File: config.mk
export PLATFORM = sky130hd
export DESIGN_NAME = aec_sched
export DESIGN_NICKNAME = d
export VERILOG_FILES = /design/src/rtl/aec_pkg.sv /design/src/rtl/aec_sched_rr_arbiter.sv /design/src/rtl/aec_sched.sv
export SDC_FILE = /design/constraint.sdc
export NUM_CORES = 1
export LEC_CHECK = 0
export CAP_MARGIN = 5
export CORE_MARGIN = 4
export CORE_UTILIZATION = 50
export DETAILED_ROUTE_END_ITERATION = 12
export PLACE_DENSITY_LB_ADDON = 0.08
export SYNTH_ARGS = -nofsm -noshare
export SYNTH_HDL_FRONTEND = slang
export SYNTH_SLANG_ARGS = --single-unit
File: constraint.sdc
create_clock -name clk -period 2.63 [get_ports clk]
set_input_delay 0.3945 -clock clk [delete_from_list [all_inputs] [get_ports clk]]
set_output_delay 0.3945 -clock clk [all_outputs]
set_load 0.02 [all_outputs]
File: src/rtl/aec_pkg.sv
// Shared constants, state encoding and error codes for the AEC front-end scheduler.
package aec_pkg;

  localparam int ASCII_W = 8;
  localparam int RES_W   = 7;

  localparam logic [ASCII_W-1:0] EQ     = 8'd61;
  localparam logic [ASCII_W-1:0] LPAREN = 8'd40;
  localparam logic [ASCII_W-1:0] RPAREN = 8'd41;
  localparam logic [ASCII_W-1:0] MUL    = 8'd42;
  localparam logic [ASCII_W-1:0] ADD    = 8'd43;
  localparam logic [ASCII_W-1:0] SUB    = 8'd45;

  localparam logic [1:0] ERR_OK  = 2'd0;
  localparam logic [1:0] ERR_OVF = 2'd1;
  localparam logic [1:0] ERR_TMO = 2'd2;

  typedef enum logic [2:0] {
    IDLE,
    LOAD,
    FEED,
    WAIT_RES,
    RESP
  } state_t;

endpackage

File: src/rtl/aec_sched_rr_arbiter.sv
// Combinational round-robin arbiter: grants the first set request at or after ptr, wrapping.
module rr_arbiter #(
  parameter int N = 4
) (
  input  logic [N-1:0]         req,
  input  logic [$clog2(N)-1:0] ptr,
  output logic [N-1:0]         gnt
);

  logic [2*N-1:0] dbl;
  logic [2*N-1:0] gnt_dbl;
  logic [N-1:0]   rot;
  logic [N-1:0]   pick;
  logic           found;

  // Rotate so ptr lands on bit 0, take the lowest set bit, then rotate back.
  always_comb begin
    dbl   = {req, req} >> ptr;
    rot   = dbl[N-1:0];
    pick  = '0;
    found = 1'b0;
    for (int i = 0; i < N; i++) begin
      if (rot[i] && !found) begin
        pick[i] = 1'b1;
        found   = 1'b1;
      end
    end
    gnt_dbl = {{N{1'b0}}, pick} << ptr;
    gnt     = gnt_dbl[N-1:0] | gnt_dbl[2*N-1:N];
  end

endmodule

File: src/rtl/aec_sched.sv
// Round-robin front end that buffers one requester's expression, replays it gap-free
// into the shared AEC core and returns the tagged result.
module aec_sched
  import aec_pkg::*;
#(
  parameter int N_REQ   = 4,
  parameter int MAX_LEN = 16,
  parameter int TIMEOUT = 255
) (
  input  logic                     clk,
  input  logic                     rst,
  input  logic [N_REQ-1:0]         req,
  output logic [N_REQ-1:0]         gnt,
  input  logic [N_REQ-1:0]         in_valid,
  input  logic [8*N_REQ-1:0]       in_data,
  output logic                     in_ready,
  output logic                     aec_ready,
  output logic [ASCII_W-1:0]       aec_ascii,
  input  logic                     aec_valid,
  input  logic [RES_W-1:0]         aec_result,
  output logic                     resp_valid,
  input  logic                     resp_ready,
  output logic [$clog2(N_REQ)-1:0] resp_id,
  output logic [RES_W-1:0]         resp_result,
  output logic [1:0]               resp_err,
  output logic                     busy
);

  localparam int ID_W  = $clog2(N_REQ);
  localparam int IDX_W = $clog2(MAX_LEN);
  localparam int LEN_W = IDX_W + 1;
  localparam int TMR_W = $clog2(TIMEOUT + 1);

  state_t             state;
  state_t             state_next;
  logic [ID_W-1:0]    rr_ptr;
  logic [ID_W-1:0]    arb_idx;
  logic [ID_W-1:0]    next_ptr;
  logic [N_REQ-1:0]   arb_gnt;
  logic [LEN_W-1:0]   len;
  logic [LEN_W-1:0]   cnt;
  logic [TMR_W-1:0]   timer;
  logic [ASCII_W-1:0] buffer [MAX_LEN];
  logic [ASCII_W-1:0] cur_char;
  logic               cur_req;
  logic               cur_valid;
  logic               accept;
  logic               load_abort;
  logic               load_eq;
  logic               load_full;
  logic               feed_last;
  logic               res_hit;
  logic               res_timeout;

  rr_arbiter #(.N(N_REQ)) u_arb (
    .req (req),
    .ptr (rr_ptr),
    .gnt (arb_gnt)
  );

  // resp_id doubles as the granted index for the whole transaction.
  always_comb begin
    arb_idx   = '0;
    cur_char  = '0;
    cur_req   = 1'b0;
    cur_valid = 1'b0;
    for (int i = 0; i < N_REQ; i++) begin
      if (arb_gnt[i]) arb_idx = ID_W'(i);
      if (resp_id == ID_W'(i)) begin
        cur_char  = in_data[i*ASCII_W +: ASCII_W];
        cur_req   = req[i];
        cur_valid = in_valid[i];
      end
    end
  end

  assign next_ptr    = (resp_id == ID_W'(N_REQ - 1)) ? '0 : resp_id + 1'b1;
  assign load_abort  = (state == LOAD) && !cur_req;
  assign accept      = (state == LOAD) && cur_req && cur_valid;
  assign load_eq     = accept && (cur_char == EQ);
  assign load_full   = accept && (cur_char != EQ) && (len == LEN_W'(MAX_LEN - 1));
  assign feed_last   = (state == FEED) && (cnt + 1'b1 == len);
  assign res_hit     = (state == WAIT_RES) && aec_valid;
  // Fires in the TIMEOUT-th wait cycle; a result in that same cycle still wins.
  assign res_timeout = (state == WAIT_RES) && !aec_valid && (timer == TMR_W'(TIMEOUT - 1));

  always_ff @(posedge clk) begin
    if (rst) state <= IDLE;
    else     state <= state_next;
  end

  always_comb begin
    state_next = state;
    in_ready   = 1'b0;
    aec_ready  = 1'b0;
    aec_ascii  = '0;
    resp_valid = 1'b0;
    busy       = (state != IDLE);
    case (state)
      IDLE: if (|req) state_next = LOAD;
      LOAD: begin
        in_ready = 1'b1;
        if (load_abort)     state_next = IDLE;
        else if (load_eq)   state_next = FEED;
        else if (load_full) state_next = RESP;
      end
      FEED: begin
        aec_ascii = buffer[cnt[IDX_W-1:0]];
        aec_ready = (cnt == '0);
        if (feed_last) state_next = WAIT_RES;
      end
      WAIT_RES: if (res_hit || res_timeout) state_next = RESP;
      RESP: begin
        resp_valid = 1'b1;
        if (resp_ready) state_next = IDLE;
      end
      default: state_next = IDLE;
    endcase
  end

  always_ff @(posedge clk) begin
    if (accept) buffer[len[IDX_W-1:0]] <= cur_char;
  end

  always_ff @(posedge clk) begin
    if (rst) begin
      gnt         <= '0;
      resp_id     <= '0;
      rr_ptr      <= '0;
      len         <= '0;
      cnt         <= '0;
      timer       <= '0;
      resp_result <= '0;
      resp_err    <= ERR_OK;
    end else begin
      case (state)
        IDLE: begin
          if (|req) begin
            gnt         <= arb_gnt;
            resp_id     <= arb_idx;
            len         <= '0;
            cnt         <= '0;
            resp_result <= '0;
            resp_err    <= ERR_OK;
          end
        end
        LOAD: begin
          if (load_abort) begin
            rr_ptr <= next_ptr;
            gnt    <= '0;
          end else if (accept) begin
            len <= len + 1'b1;
            if (load_full) begin
              resp_err    <= ERR_OVF;
              resp_result <= '0;
            end
          end
        end
        FEED: begin
          cnt <= cnt + 1'b1;
          if (feed_last) timer <= '0;
        end
        WAIT_RES: begin
          if (res_hit) begin
            resp_result <= aec_result;
            resp_err    <= ERR_OK;
          end else if (res_timeout) begin
            resp_result <= '0;
            resp_err    <= ERR_TMO;
          end else begin
            timer <= timer + 1'b1;
          end
        end
        RESP: begin
          if (resp_ready) begin
            rr_ptr <= next_ptr;
            gnt    <= '0;
          end
        end
        default: ;
      endcase
    end
  end

endmodule

==> run_results.csv <==
group,metric,value,unit
finish,diodes,0,
setup_path,crit_family,"multiplexers",
finish,multiInputGateArea,2710,µm²
setup_path,crit_fanout,6,
job,max-cap-violations,0,
power_and_ir_drop,total_power,0.00908,W
sta,relSlewSlack,0.569,
power_and_ir_drop,vdd_drop_max,0.000475,V
die,floorplan.initialDensity,0.511,
clock_tree,cts_num_sinks,170,
sta,slew_viol_final,0,
finish,nets,709,
grt,antenna_found_initial,0,
power_and_ir_drop,leakage,3.28,nW
die,rows,44,
setup_path,start_kind,"register",
die,fp.coreArea,14600,µm²
synth,yosysWarnings,0,
run_status,failed_checks,"setup timing",
synth,syn_area,7460,µm²
synth,yosys.area.top_type,"edfxtp_1",
detailed_routing,vias,4852,
detailed_routing,dr.pass1.iters,4,
setup_path,critPathMostFrequentCell,"mux4_2",
synth,async_flop_share,0,
die,die_x,130,µm
grt,grt_max_degree,33,
setup_path,crit_required,2.24,ns
min_path,hp-start,"resp_result[1]$_SDFFE_PP0P_",
setup_path,cpPeakStageDelay,0.52,ns
min_path,hold-path-cell-count,1,
finish,syn_to_final_growth,29.2,%
placement,gp_congestion,0.853,
finish,register_area,4690,µm²
sta,fin_ws,-0.125,ns
detailed_routing,vias_per_cell,5.77,
setup_path,crit_path_top_delay_cell,"mux4_2",
sta,fmax,0.363,GHz
sta,setup_violations,8,
clock_tree,cts_buffers,17,
clock_tree,cts-root-buf,"clkbuf_16",
die,io_pins,78,
setup_path,cp_cell_sequence,"buf_12 -> buf_16 -> mux4_2 -> mux4_2 -> and2_4 -> buf_6",
grt,grt_use_total,0.221,
run_status,status,"finished, violations left",
sta,tightest_slew,0.644,ns
grt,grt_pass1_wl,27.6,mm
grt,grt-ovfl-total,0,
sta,finalCritPeriodShare,1.05,
clock_tree,clkTransAtPathRegs,0.06,ns
synth,synth_top_area_share,0.515,
synth,synthFlopType,"edfxtp_1",
synth,postSynthAreaPerCell,14.4,µm²
synth,synth_edf_count,128,
sta,totalNegativeSetupSlack,-0.788,ns
synth,yosysUniqueCellTypes,55,
setup_path,rr_worst_depth,10,
clock_tree,htreeDepth,4,
setup_path,crit_type,"register to output port",
finish,utilization,0.661,
setup_path,path_buf_inv,3,
detailed_routing,drc_errors,0,
clock_tree,clk_latency,0.42,ns
placement,numPortBuffers,77,
min_path,hold_path_class,"register to register",
die,die-height,130,µm
setup_path,reg2reg_from,"resp_id[0]$_SDFFE_PP0P_",
finish,drive_gt1_frac,0.271,
detailed_routing,highest_layer,"met4",
setup_path,rrSetupSlack,0.09,ns
detailed_routing,drt-initial-drc-count,304,
detailed_routing,dr_wl_met3,750,µm
sta,fin_skew,0.00793,ns
detailed_routing,dr_wl_met2,9.58,mm
synth,synthTopCellsByArea,"edfxtp_1 52%, mux4_2 12%, dfxtp_1 11%",
sta,rsz0062_at_grt,"true",
grt,grt_pass1_vias,5052,
setup_path,arrival,2.36,ns
sta,final-hold-violation-count,0,
placement,hpwl,12.2,mm
finish,final.fill_count,1055,
synth,synth_nets,582,
detailed_routing,wl,17.6,mm
die,dieArea,16900,µm²
detailed_routing,wl_per_cell,20.9,µm
clock_tree,cts_tree,"done",
clock_tree,clk_path_buf_depth,2,
detailed_routing,drt-met1-wl,7.02,mm
sta,fin_crit,2.75,ns
synth,synthCells,518,
synth,ys_ff_latch,170,
min_path,holdPathEnd,"resp_result[1]$_SDFFE_PP0P_",
setup_path,r2r_end,"buffer[0][6]$_DFFE_PP_",
synth,ys_seq_area_frac,0.628,
power_and_ir_drop,p_per_area,942,nW/µm²
detailed_routing,ant_nets,0,
setup_path,cp-end-kind,"output port",
report_power, final:
group | leakage, nW | internal [W] | switching (W)
clock network | 0.282 | 0.00149 | 0.000982
registers | 1.50 | 0.00362 | 0.000108
logic | 1.50 | 0.00121 | 0.00168
total | 3.28 | 0.00631 | 0.00277
worst reg2reg max path: cells and delay by family (launching register included):
kind                       cells  cell delay, ns
buffers and inverters          4            0.60
AOI/OAI and AO/OA              2            0.57
and+or+nand+nor                3            0.47
DFF                            1            0.37
adders and majority gates      1            0.22
sequential cells by signal, indices dropped and copies added, names as in the netlist, named ones only:
name         count
cnt              5
timer            8
len              5
rr_ptr           2
gnt              4
resp_id          2
buffer         128
state            3
resp_err         2
resp_result      7
synth_stat cells, types with 10 or more instances:
library cell    n
nand3b_1       12
a31oi_1        11
and2_1         10
nor2_1         54
a21oi_1        21
nand2_1        27
ha_1           13
inv_1          15
edfxtp_1      128
clkbuf_1       13
mux4_2         40
dfxtp_1        42
placed cells by master (no fill, tap or decap), types with 5 or more instances in the layout:
| cell | n |
|---|---|
| and2_4 | 8 |
| nand3b_1 | 12 |
| nand4_1 | 6 |
| dfxtp_1 | 39 |
| inv_1 | 15 |
| nor3_2 | 5 |
| a31oi_2 | 7 |
| and3_1 | 5 |
| edfxtp_1 | 128 |
| a22o_1 | 7 |
| xor2_1 | 9 |
| nor2_1 | 51 |
| o22ai_1 | 9 |
| nand3_1 | 7 |
| ha_1 | 10 |
| xnor2_1 | 6 |
| clkbuf_16 | 17 |
| o21ai_0 | 7 |
| nand2_1 | 26 |
| buf_4 | 46 |
| buf_6 | 11 |
| a21oi_1 | 21 |
| mux4_2 | 40 |
| buf_12 | 7 |
| clkdlybuf4s50_1 | 68 |
| nand2b_1 | 6 |
cell type report:
| class | count | share of cell area |
|---|---|---|
| sequential | 170 | 0.487 |
| timing repair buffer | 135 | 0.141 |
| clock inverter | 12 | 0.0156 |
| clock buffer | 19 | 0.0449 |
| multi-input combinational | 304 | 0.281 |
| tap | 184 | 0.0239 |
| inverter | 17 | 0.00701 |
through the flow:
step / instances / hold slack, ns / worst slack (ns) / instance area, µm²
after floorplan: 518 / 0.483 / -0.0514 / 7530
final: 841 / 0.475 / -0.125 / 9640
after global routing: 841 / 0.497 / -0.214 / 9640
after detailed placement: 801 / 0.463 / -0.0911 / 8820
after global placement: 801 / 0.464 / -0.0855 / 8820
after CTS: 841 / 0.482 / -0.163 / 9620
layer usage:
| layer | track usage | vias to the layer above |
|---|---|---|
| li1 | - | 2252 |
| met1 | 0.272 | 2439 |
| met2 | 0.394 | 144 |
| met3 | 0.0463 | 17 |
| met4 | 0.0660 | 0 |
| met5 | 0 | - |
kinds of logic after synthesis:
logic type | synth area share
mux | 0.122
buf+inv | 0.0270
flops | 0.628
compound gates | 0.0746
fa+ha+maj | 0.0218
xor+xnor | 0.0176
simple gates | 0.109
worst max path at each step:
stage                                   end  slack (ns)  cells past startpoint               startpoint
floorplan           buffer[11][0]$_DFFE_PP_       -0.05                      8  resp_id[1]$_SDFFE_PP0P_
global placement               aec_ascii[2]       -0.09                      5                 register
detailed placement             aec_ascii[6]       -0.09                      5                 register
CTS                            aec_ascii[6]       -0.16                      6                 register
global route                   aec_ascii[4]       -0.21                      6                 register
finish                         aec_ascii[4]       -0.12                      6                 register
repair_timing:
item | 4_1_cts | 5_1_grt
setup endpoints to repair | 59 | 128
hold buffers | 0 | 0
cloned | 3 | 0
gates resized for setup | 68 | 15
buffers inserted | 6 | 2
pin swaps | 1 | 4
No activity file was read; power rests on OpenSTA's default activity.
